## src/rtl/pipe_ctrl_pkg.sv

```systemverilog
// Shared types and constants for the pipeline sequencer.
//   state_e              : sequencer state, BOOT=0, RUN=1, DRAIN=2, HALTED=3
//   REG_X0               : index of the hard-wired zero register
//   DRAIN_CYCLES_DEFAULT : default number of unfrozen cycles needed to empty EX/MEM/WB
package pipe_ctrl_pkg;

  typedef enum logic [1:0] {
    StBoot   = 2'd0,
    StRun    = 2'd1,
    StDrain  = 2'd2,
    StHalted = 2'd3
  } state_e;

  localparam logic [4:0] REG_X0 = 5'd0;

  localparam int unsigned DRAIN_CYCLES_DEFAULT = 3;

endpackage

```

## src/rtl/load_use_detect.sv

```systemverilog
// Load-use hazard detector (combinational).
//   ID_rs1, ID_rs2 : source registers of the instruction in ID
//   uses_rs2       : ID instruction actually reads rs2
//   ID_EX_memread  : instruction in EX is a load
//   ID_EX_rd       : destination of the instruction in EX
//   load_use       : ID must wait one cycle for the load result
module load_use_detect
  import pipe_ctrl_pkg::*;
(
  input  logic [4:0] ID_rs1,
  input  logic [4:0] ID_rs2,
  input  logic       uses_rs2,
  input  logic       ID_EX_memread,
  input  logic [4:0] ID_EX_rd,
  output logic       load_use
);

  // A load into x0 never produces a value, so it cannot create a hazard.
  assign load_use = ID_EX_memread && (ID_EX_rd != REG_X0) &&
                    ((ID_EX_rd == ID_rs1) || (uses_rs2 && (ID_EX_rd == ID_rs2)));

endmodule

```

## src/rtl/pipeline_ctrl.sv

```systemverilog
// Pipeline sequencer for the 5-stage core: stall, bubble and flush enables for PC, IF/ID,
// ID/EX, EX/MEM and MEM/WB, plus a debug halt/drain/resume handshake and saturating
// stall/flush performance counters.
//   Inputs : ID operand fields, EX load/rd info, EX taken-branch, MEM access/dmem_ready,
//            halt_req (level), resume (pulse)
//   Outputs: register write/flush enables, halted, stall_cnt, flush_cnt
module pipeline_ctrl
  import pipe_ctrl_pkg::*;
#(
  parameter int unsigned CNT_W        = 32,
  parameter int unsigned DRAIN_CYCLES = DRAIN_CYCLES_DEFAULT
) (
  input  logic             clk,
  input  logic             rst_n,
  input  logic [4:0]       ID_rs1,
  input  logic [4:0]       ID_rs2,
  input  logic             ID_alusrc,
  input  logic             ID_memwrite,
  input  logic             ID_EX_memread,
  input  logic [4:0]       ID_EX_rd,
  input  logic             EX_branch_taken,
  input  logic             EX_MEM_mem_access,
  input  logic             dmem_ready,
  input  logic             halt_req,
  input  logic             resume,
  output logic             pc_write,
  output logic             IF_ID_write,
  output logic             IF_ID_flush,
  output logic             ID_EX_write,
  output logic             ID_EX_flush,
  output logic             EX_MEM_write,
  output logic             MEM_WB_flush,
  output logic             halted,
  output logic [CNT_W-1:0] stall_cnt,
  output logic [CNT_W-1:0] flush_cnt
);

  localparam int unsigned DcW = $clog2(DRAIN_CYCLES + 1);
  localparam logic [DcW-1:0] DrainInit = DcW'(DRAIN_CYCLES);

  state_e             state_q, state_d;
  logic [DcW-1:0]     drain_q, drain_d;
  logic [CNT_W-1:0]   stall_cnt_q, flush_cnt_q;
  logic               mem_stall, uses_rs2, load_use;
  logic               flush_evt, stall_evt;

  assign mem_stall = EX_MEM_mem_access && !dmem_ready;
  // Stores read rs2 as store data even though operand B is the immediate.
  assign uses_rs2  = !ID_alusrc || ID_memwrite;

  load_use_detect u_load_use_detect (
    .ID_rs1        (ID_rs1),
    .ID_rs2        (ID_rs2),
    .uses_rs2      (uses_rs2),
    .ID_EX_memread (ID_EX_memread),
    .ID_EX_rd      (ID_EX_rd),
    .load_use      (load_use)
  );

  always_comb begin
    pc_write     = 1'b1;
    IF_ID_write  = 1'b1;
    IF_ID_flush  = 1'b0;
    ID_EX_write  = 1'b1;
    ID_EX_flush  = 1'b0;
    EX_MEM_write = 1'b1;
    MEM_WB_flush = 1'b0;
    halted       = 1'b0;
    flush_evt    = 1'b0;
    state_d      = state_q;
    drain_d      = drain_q;
    unique case (state_q)
      StBoot: begin
        pc_write     = 1'b0;
        IF_ID_write  = 1'b0;
        IF_ID_flush  = 1'b1;
        ID_EX_flush  = 1'b1;
        MEM_WB_flush = 1'b1;
        state_d      = StRun;
      end
      StRun, StDrain: begin
        if (mem_stall) begin
          // Whole front of the pipe frozen; branch/hazard re-evaluated next cycle.
          pc_write     = 1'b0;
          IF_ID_write  = 1'b0;
          ID_EX_write  = 1'b0;
          EX_MEM_write = 1'b0;
          MEM_WB_flush = 1'b1;
        end else if (EX_branch_taken) begin
          // Squash overrides load-use and drain hold: the ID instruction is dead anyway.
          pc_write    = 1'b1;
          IF_ID_flush = 1'b1;
          ID_EX_flush = 1'b1;
          flush_evt   = 1'b1;
        end else if (load_use || (state_q == StDrain)) begin
          pc_write    = 1'b0;
          IF_ID_write = 1'b0;
          ID_EX_flush = 1'b1;
        end
        if (state_q == StRun) begin
          if (halt_req && !mem_stall) state_d = StDrain;
        end else if (!mem_stall) begin
          if (drain_q <= DcW'(1)) begin
            state_d = StHalted;
            drain_d = DrainInit;
          end else begin
            drain_d = drain_q - DcW'(1);
          end
        end
      end
      StHalted: begin
        pc_write     = 1'b0;
        IF_ID_write  = 1'b0;
        ID_EX_flush  = 1'b1;
        MEM_WB_flush = 1'b1;
        halted       = 1'b1;
        if (resume) state_d = StRun;
      end
      default: state_d = StBoot;
    endcase
  end

  assign stall_evt = !pc_write && ((state_q == StRun) || (state_q == StDrain));

  always_ff @(posedge clk or negedge rst_n) begin
    if (!rst_n) begin
      state_q     <= StBoot;
      drain_q     <= DrainInit;
      stall_cnt_q <= '0;
      flush_cnt_q <= '0;
    end else begin
      state_q <= state_d;
      drain_q <= drain_d;
      if (stall_evt && (stall_cnt_q != '1)) stall_cnt_q <= stall_cnt_q + CNT_W'(1);
      if (flush_evt && (flush_cnt_q != '1)) flush_cnt_q <= flush_cnt_q + CNT_W'(1);
    end
  end

  assign stall_cnt = stall_cnt_q;
  assign flush_cnt = flush_cnt_q;

endmodule

```

## config.mk

```make
export PLATFORM = sky130hd
export DESIGN_NAME = pipeline_ctrl
export DESIGN_NICKNAME = d
export VERILOG_FILES = /design/src/rtl/pipe_ctrl_pkg.sv /design/src/rtl/load_use_detect.sv /design/src/rtl/pipeline_ctrl.sv
export SDC_FILE = /design/constraint.sdc
export NUM_CORES = 1
export LEC_CHECK = 0
export ABC_AREA = 1
export ABC_CLOCK_PERIOD_IN_PS = 2550
export CAP_MARGIN = 20
export CELL_PAD_IN_SITES_DETAIL_PLACEMENT = 1
export CELL_PAD_IN_SITES_GLOBAL_PLACEMENT = 1
export CORE_ASPECT_RATIO = 2
export CORE_MARGIN = 2
export CORE_UTILIZATION = 38
export CTS_BUF_LIST = sky130_fd_sc_hd__clkbuf_8
export DETAILED_ROUTE_END_ITERATION = 10
export GPL_TIMING_DRIVEN = 0
export PLACE_DENSITY = 0.83
export SLEW_MARGIN = 20
export SYNTH_ARGS = -nofsm -noshare
export SYNTH_HDL_FRONTEND = slang
export SYNTH_SLANG_ARGS = --single-unit
```

## constraint.sdc

```tcl
create_clock -name clk -period 2.55 [get_ports clk]
set_clock_uncertainty 0.15 [all_clocks]
set_input_delay 0.51 -clock clk [delete_from_list [all_inputs] [get_ports clk]]
set_output_delay 0.51 -clock clk [all_outputs]
set_load 0.05 [all_outputs]
```

======== Word-level counts from Yosys, hierarchy flattened ========
Index checks and enable logic that the tools add are counted.
Widths: inputs -> output; s select.
word-level totals
  flip-flop bits (word level) ............. 68
  input port bits ......................... 25
  output and inout port bits .............. 72
  logic and storage cells ................. 67
cells by class
  $lt $le $gt $ge ......................... 1
  bitwise logic cells ..................... 2
  muxes and demuxes ....................... 24
  reduce and logical (&&, ||, !) cells .... 22
  add/subtract/negate cells ............... 3
  eq/ne operators ......................... 11
operator list
  cell                   count
  $add 32x1->32 const B  2
  $ne 32x32->1 const B   2
  $mux 1                 13
  $mux 2                 6
  $eq 5x5->1             2
  $ne 3x3->1 const B     3
  $logic_and 1x1->1      8
  $pmux 1 s2             4
  $pmux 2 s3             1
  $reduce_bool 5->1      1
  $eq 2x2->1 const B     2
  $logic_not 1->1        4
  $logic_or 1x1->1       4
  $reduce_and 4->1       1
  $reduce_or 2->1        2
  $reduce_and 3->1       1
  $eq 2x1->1 const B     1
  $le 2x1->1 const B     1
  $logic_not 2->1        1
  $ne 2x2->1 const B     1
  $not 1->1              2
  $sub 2x1->2 const B    1

======== Logic depth before layout (Yosys ltp) ========
  word-level depth ........................ 13
  depth in mapped cells ................... 13
  depth with buffers taken out ............ 12

======== Cells and area by module ========
Synthesis repeated with hierarchy kept, for this count alone.
second synthesis, totals
  cell total of the unflattened synthesis .. 774
  area total of the unflattened synthesis .. 4,859.7 um^2
by module, submodules not included
  module           cells an instance  area an instance (um^2)  sequential area each (um^2)  instances
  pipeline_ctrl    722                4,653.2                  1,704.1                      1
  load_use_detect  52                 206.4                    0.0                          1

======== Least setup slack after synthesis ========
OpenSTA, ideal clock, no wires.
  path kind ............................... register to output
  start ................................... reg state_q[0]
  end ..................................... out IF_ID_flush
  data arrival time ....................... 2,532 ps
  setup slack ............................. -642 ps
  cell stages (with the launch flop) ...... 8
  buffers on the path ..................... 1
  path through ............................ dfrtp_1 inv_1 ha_1 buf_2 nand2_1 nor2_1 inv_1 a21oi_1
between the ends
  word-level cells in the longest chain between the ends .. 3
RTL lines
  element                                          RTL line              RTL
  from (decl)                                      pipeline_ctrl.sv:41   state_e state_q, state_d;
  from (signal assigned)                           pipeline_ctrl.sv:127  state_q <= StBoot;
  from (signal assigned)                           pipeline_ctrl.sv:132  state_q <= state_d;
  $eq 2x1->1 / $eq 2x2->1 (equally long branches)  pipeline_ctrl.sv:72   unique case (state_q)
  $reduce_or 2->1                                  pipeline_ctrl.sv:72
  $pmux 1 s2 *                                     pipeline_ctrl.sv:72
  to (decl)                                        pipeline_ctrl.sv:28   output logic IF_ID_flush,
Every way passes the cells marked *; elsewhere a longest branch is shown, timed or not.

======== Worst setup path in the final report ========
  start ................................... in EX_MEM_mem_access
  end ..................................... out pc_write
between the ends
  word-level cells in the longest chain between the ends .. 3
RTL lines
  element            RTL line             RTL
  from (decl)        pipeline_ctrl.sv:22  input logic EX_MEM_mem_access,
  $logic_and 1x1->1  pipeline_ctrl.sv:47  assign mem_stall = EX_MEM_mem_access && !dmem_ready;
  $mux 1             pipeline_ctrl.sv:82  if (mem_stall) begin
  $pmux 1 s2         pipeline_ctrl.sv:72
  to (decl)          pipeline_ctrl.sv:26  output logic pc_write,
Every way passes these cells.

==> flow_metrics.tcl <==
set metrics [dict create \
    outcome "finished clean" \
    hold_path.class "reg2reg" \
    clk_pin_slew_worst_paths_ps 70 \
    seq_area_um2 1704 \
    reg2reg_depth 11 \
    final_cells 887 \
    syn_to_final_growth_pct 34.49 \
    cap_violations 0 \
    power_density_nw_per_um2 805.4 \
    drc 0 \
    slew_viol_final 0 \
    cts.sinks 68 \
    synth_common_cells "nand2_1 (207), nor2_1 (67), dfrtp_1 (66)" \
    syn_area_um2 4462 \
    root_buffer "clkbuf_8" \
    yosysMostFrequentCell "nand2_1" \
    cp.depth 9 \
    die_width_um 80.62 \
    synthesis.nets 652 \
    fp.dieH_um 157.2 \
    slowest_stage "clkdlybuf4s50_1" \
    worstSetupEndpoint "pc_write" \
    synthCells 620 \
    pin_count 97 \
    cp.required_ps 1890 \
    grt_max_degree 49 \
    ys_seq_area_frac 0.3819 \
    clk-insertion-delay-late_ps 360 \
    timing.rr.start "flush_cnt[1]" \
    critPathCaptureType "output port" \
    routabilityCongestion 0.8893 \
    synth_area_leaders "dfrtp_1 (37%), nand2_1 (17%), xor2_1 (7.7%)" \
    layout_min_cycle_time_ps 2491 \
    io_buffers 96 \
    vias_per_cell 5.070 \
    synthFlopType "dfrtp_1" \
    irDropWorstVdd_uv 1416 \
    grt.overflow.total 0 \
    final_nets 769 \
    final_antenna_net_count 0 \
    grt_pass1_wl_mm 23.03 \
    r2r_end "flush_cnt[11]" \
    cts_buffers 9 \
    diodes 0 \
    cp_slowest_stage_delay_ps 460 \
    num_rows 56 \
    yosys.area.top_type "dfrtp_1" \
    grtUsageTotal 0.2297 \
    setup_violations 0 \
    multi_input_area_um2 2499 \
    dp.cells 862 \
    synth-seq-cells 68 \
    start_kind "primary input" \
    cts_tree "done" \
    worstSetupPathType "in2out" \
    worstPathArrival_ps 1830 \
    synth_top_area_frac 0.3702 \
    routed_wl_mm 13.83 \
    grt_pass1_vias 4745 \
    finalCritPeriodShare 0.9769 \
    hold_violations 0 \
    final_util 0.5190 \
    crit_family "buffers and inverters" \
    crit_start "EX_MEM_mem_access" \
    start_util 0.3859 \
    rrSetupSlack_ps 260 \
    avgSynthCellArea_um2 7.196 \
    worstPathCellList "clkdlybuf4s50_1 > inv_1 > or2_4 > nand2_4 > inv_1 > nand3_4 > nand2_4 > buf_4 > buf_8" \
    dr.pass1.iters 4 \
    dr.first_iter.drc_count 185 \
    antenna_found_initial 0 \
    synthArstFlopShare 1.000 \
    core_region_area_um2 11560 \
    worst_pin_slew_ps 528.7 \
    clock_path_buffers 2 \
    synth_edf_count 0 \
    htreeDepth 3 \
    crit_path_max_fanout 4 \
    slew_headroom 0.6464 \
    fmax_mhz 401.4 \
    fill_cells 1458 \
    crit_buf_inv 5 \
    drive_above_1_share 0.1038 \
    power.leakage_uw 0.002832 \
    die_area_um2 12680 \
    rsz0062_at_grt "no" \
    wl_per_cell_um 15.59 \
    vias 4497 \
    yosysWarnings 0 \
    hpwl_mm 10.55 \
    ys_types 34 \
]
## metal layers
metal  global-route usage  wire, µm  vias up  part of all wire
met3              0.02810       417       14             0.030
met1               0.3147      6377     2168              0.46
met5                    0         0        -                 0
met2               0.3742      6815       90              0.49
met4              0.07345       214        0             0.015
li1                     -         -     2225                 -
## where the power goes
part | total [µW] | internal, µW | leakage (µW) | switching (µW)
sequential | 1330 | 1200 | 0.000896 | 125
combinational | 2520 | 875 | 0.00183 | 1650
clock | 983 | 537 | 0.000109 | 446
total | 4830 | 2620 | 0.00283 | 2220
## placed cells by master (no fill, tap or decap), types with 5 or more instances in the layout
master           netlist  layout
buf_2                  5       5
xor2_1                39      39
dfrtp_1               66      66
nor2_1                67      66
nand3_1               22      20
ha_1                   7       6
buf_6                  4       8
nand4_1               46      46
nor3_1                30      30
clkdlybuf4s50_1        0      70
inv_1                 61      53
dlygate4sd2_1          0      15
o21ai_0               12      10
inv_2                  2       9
buf_4                  3      13
nand2_1              207     203
xnor2_1               18      18
clkbuf_8               0      12
## registers in the layout, summed over array words and instances (netlist names)
signal     cells
flush_cnt     32
stall_cnt     32
drain_q        2
state_q        2
## final cells by class
type,instances,share of cell area
clock inverters,4,0.009174
plain buffers,18,0.02023
clock buffers,12,0.02752
multi-input cells,471,0.4164
inverters,63,0.03982
well taps,145,0.03023
flip-flops and latches,68,0.2840
repair buffers,106,0.1726
## through the flow
stage                     hold slack, ps  cell area [µm²]  setup slack [ps]  setup TNS, ps  power [µW]
after CTS                          384.2             5948             9.087              0        4809
final                              380.1             6001             59.02              0        4833
after global placement             352.0             5633             -1549        -113590        3572
after floorplan                    64.41             4491             58.16              0        2922
after detailed placement           278.5             5658            -851.0         -11650        3638
after global routing               406.6             6001             7.858              0        5118
## cells by family after synthesis
logic type / count (synthesis) / synth area share
compound gates: 17 / 0.02159
xor+xnor: 57 / 0.1119
fa+ha+maj: 7 / 0.01963
buf+inv: 81 / 0.07880
flops: 68 / 0.3819
simple gates: 390 / 0.3861
## worst min path at each step
| stage | start | end | slack [ps] | cells past startpoint |
|---|---|---|---|---|
| floorplan | rst_n | flush_cnt[0] | 60 | 0 |
| global placement | flush_cnt[26] | flush_cnt[26] | 350 | 1 |
| detailed placement | rst_n | stall_cnt[14] | 280 | 1 |
| CTS | drain_q[1] | drain_q[1] | 380 | 2 |
| global route | flush_cnt[4] | flush_cnt[4] | 410 | 1 |
| finish | flush_cnt[17] | flush_cnt[17] | 380 | 1 |
## timing repair
item	CTS	global route
endpoints found under the setup margin	8	37
buffers inserted	4	4
hold endpoints to repair	20	0
pin swaps	14	5
hold buffers	1	0
gates resized for setup	78	10
(Power assumes the default switching activity.)
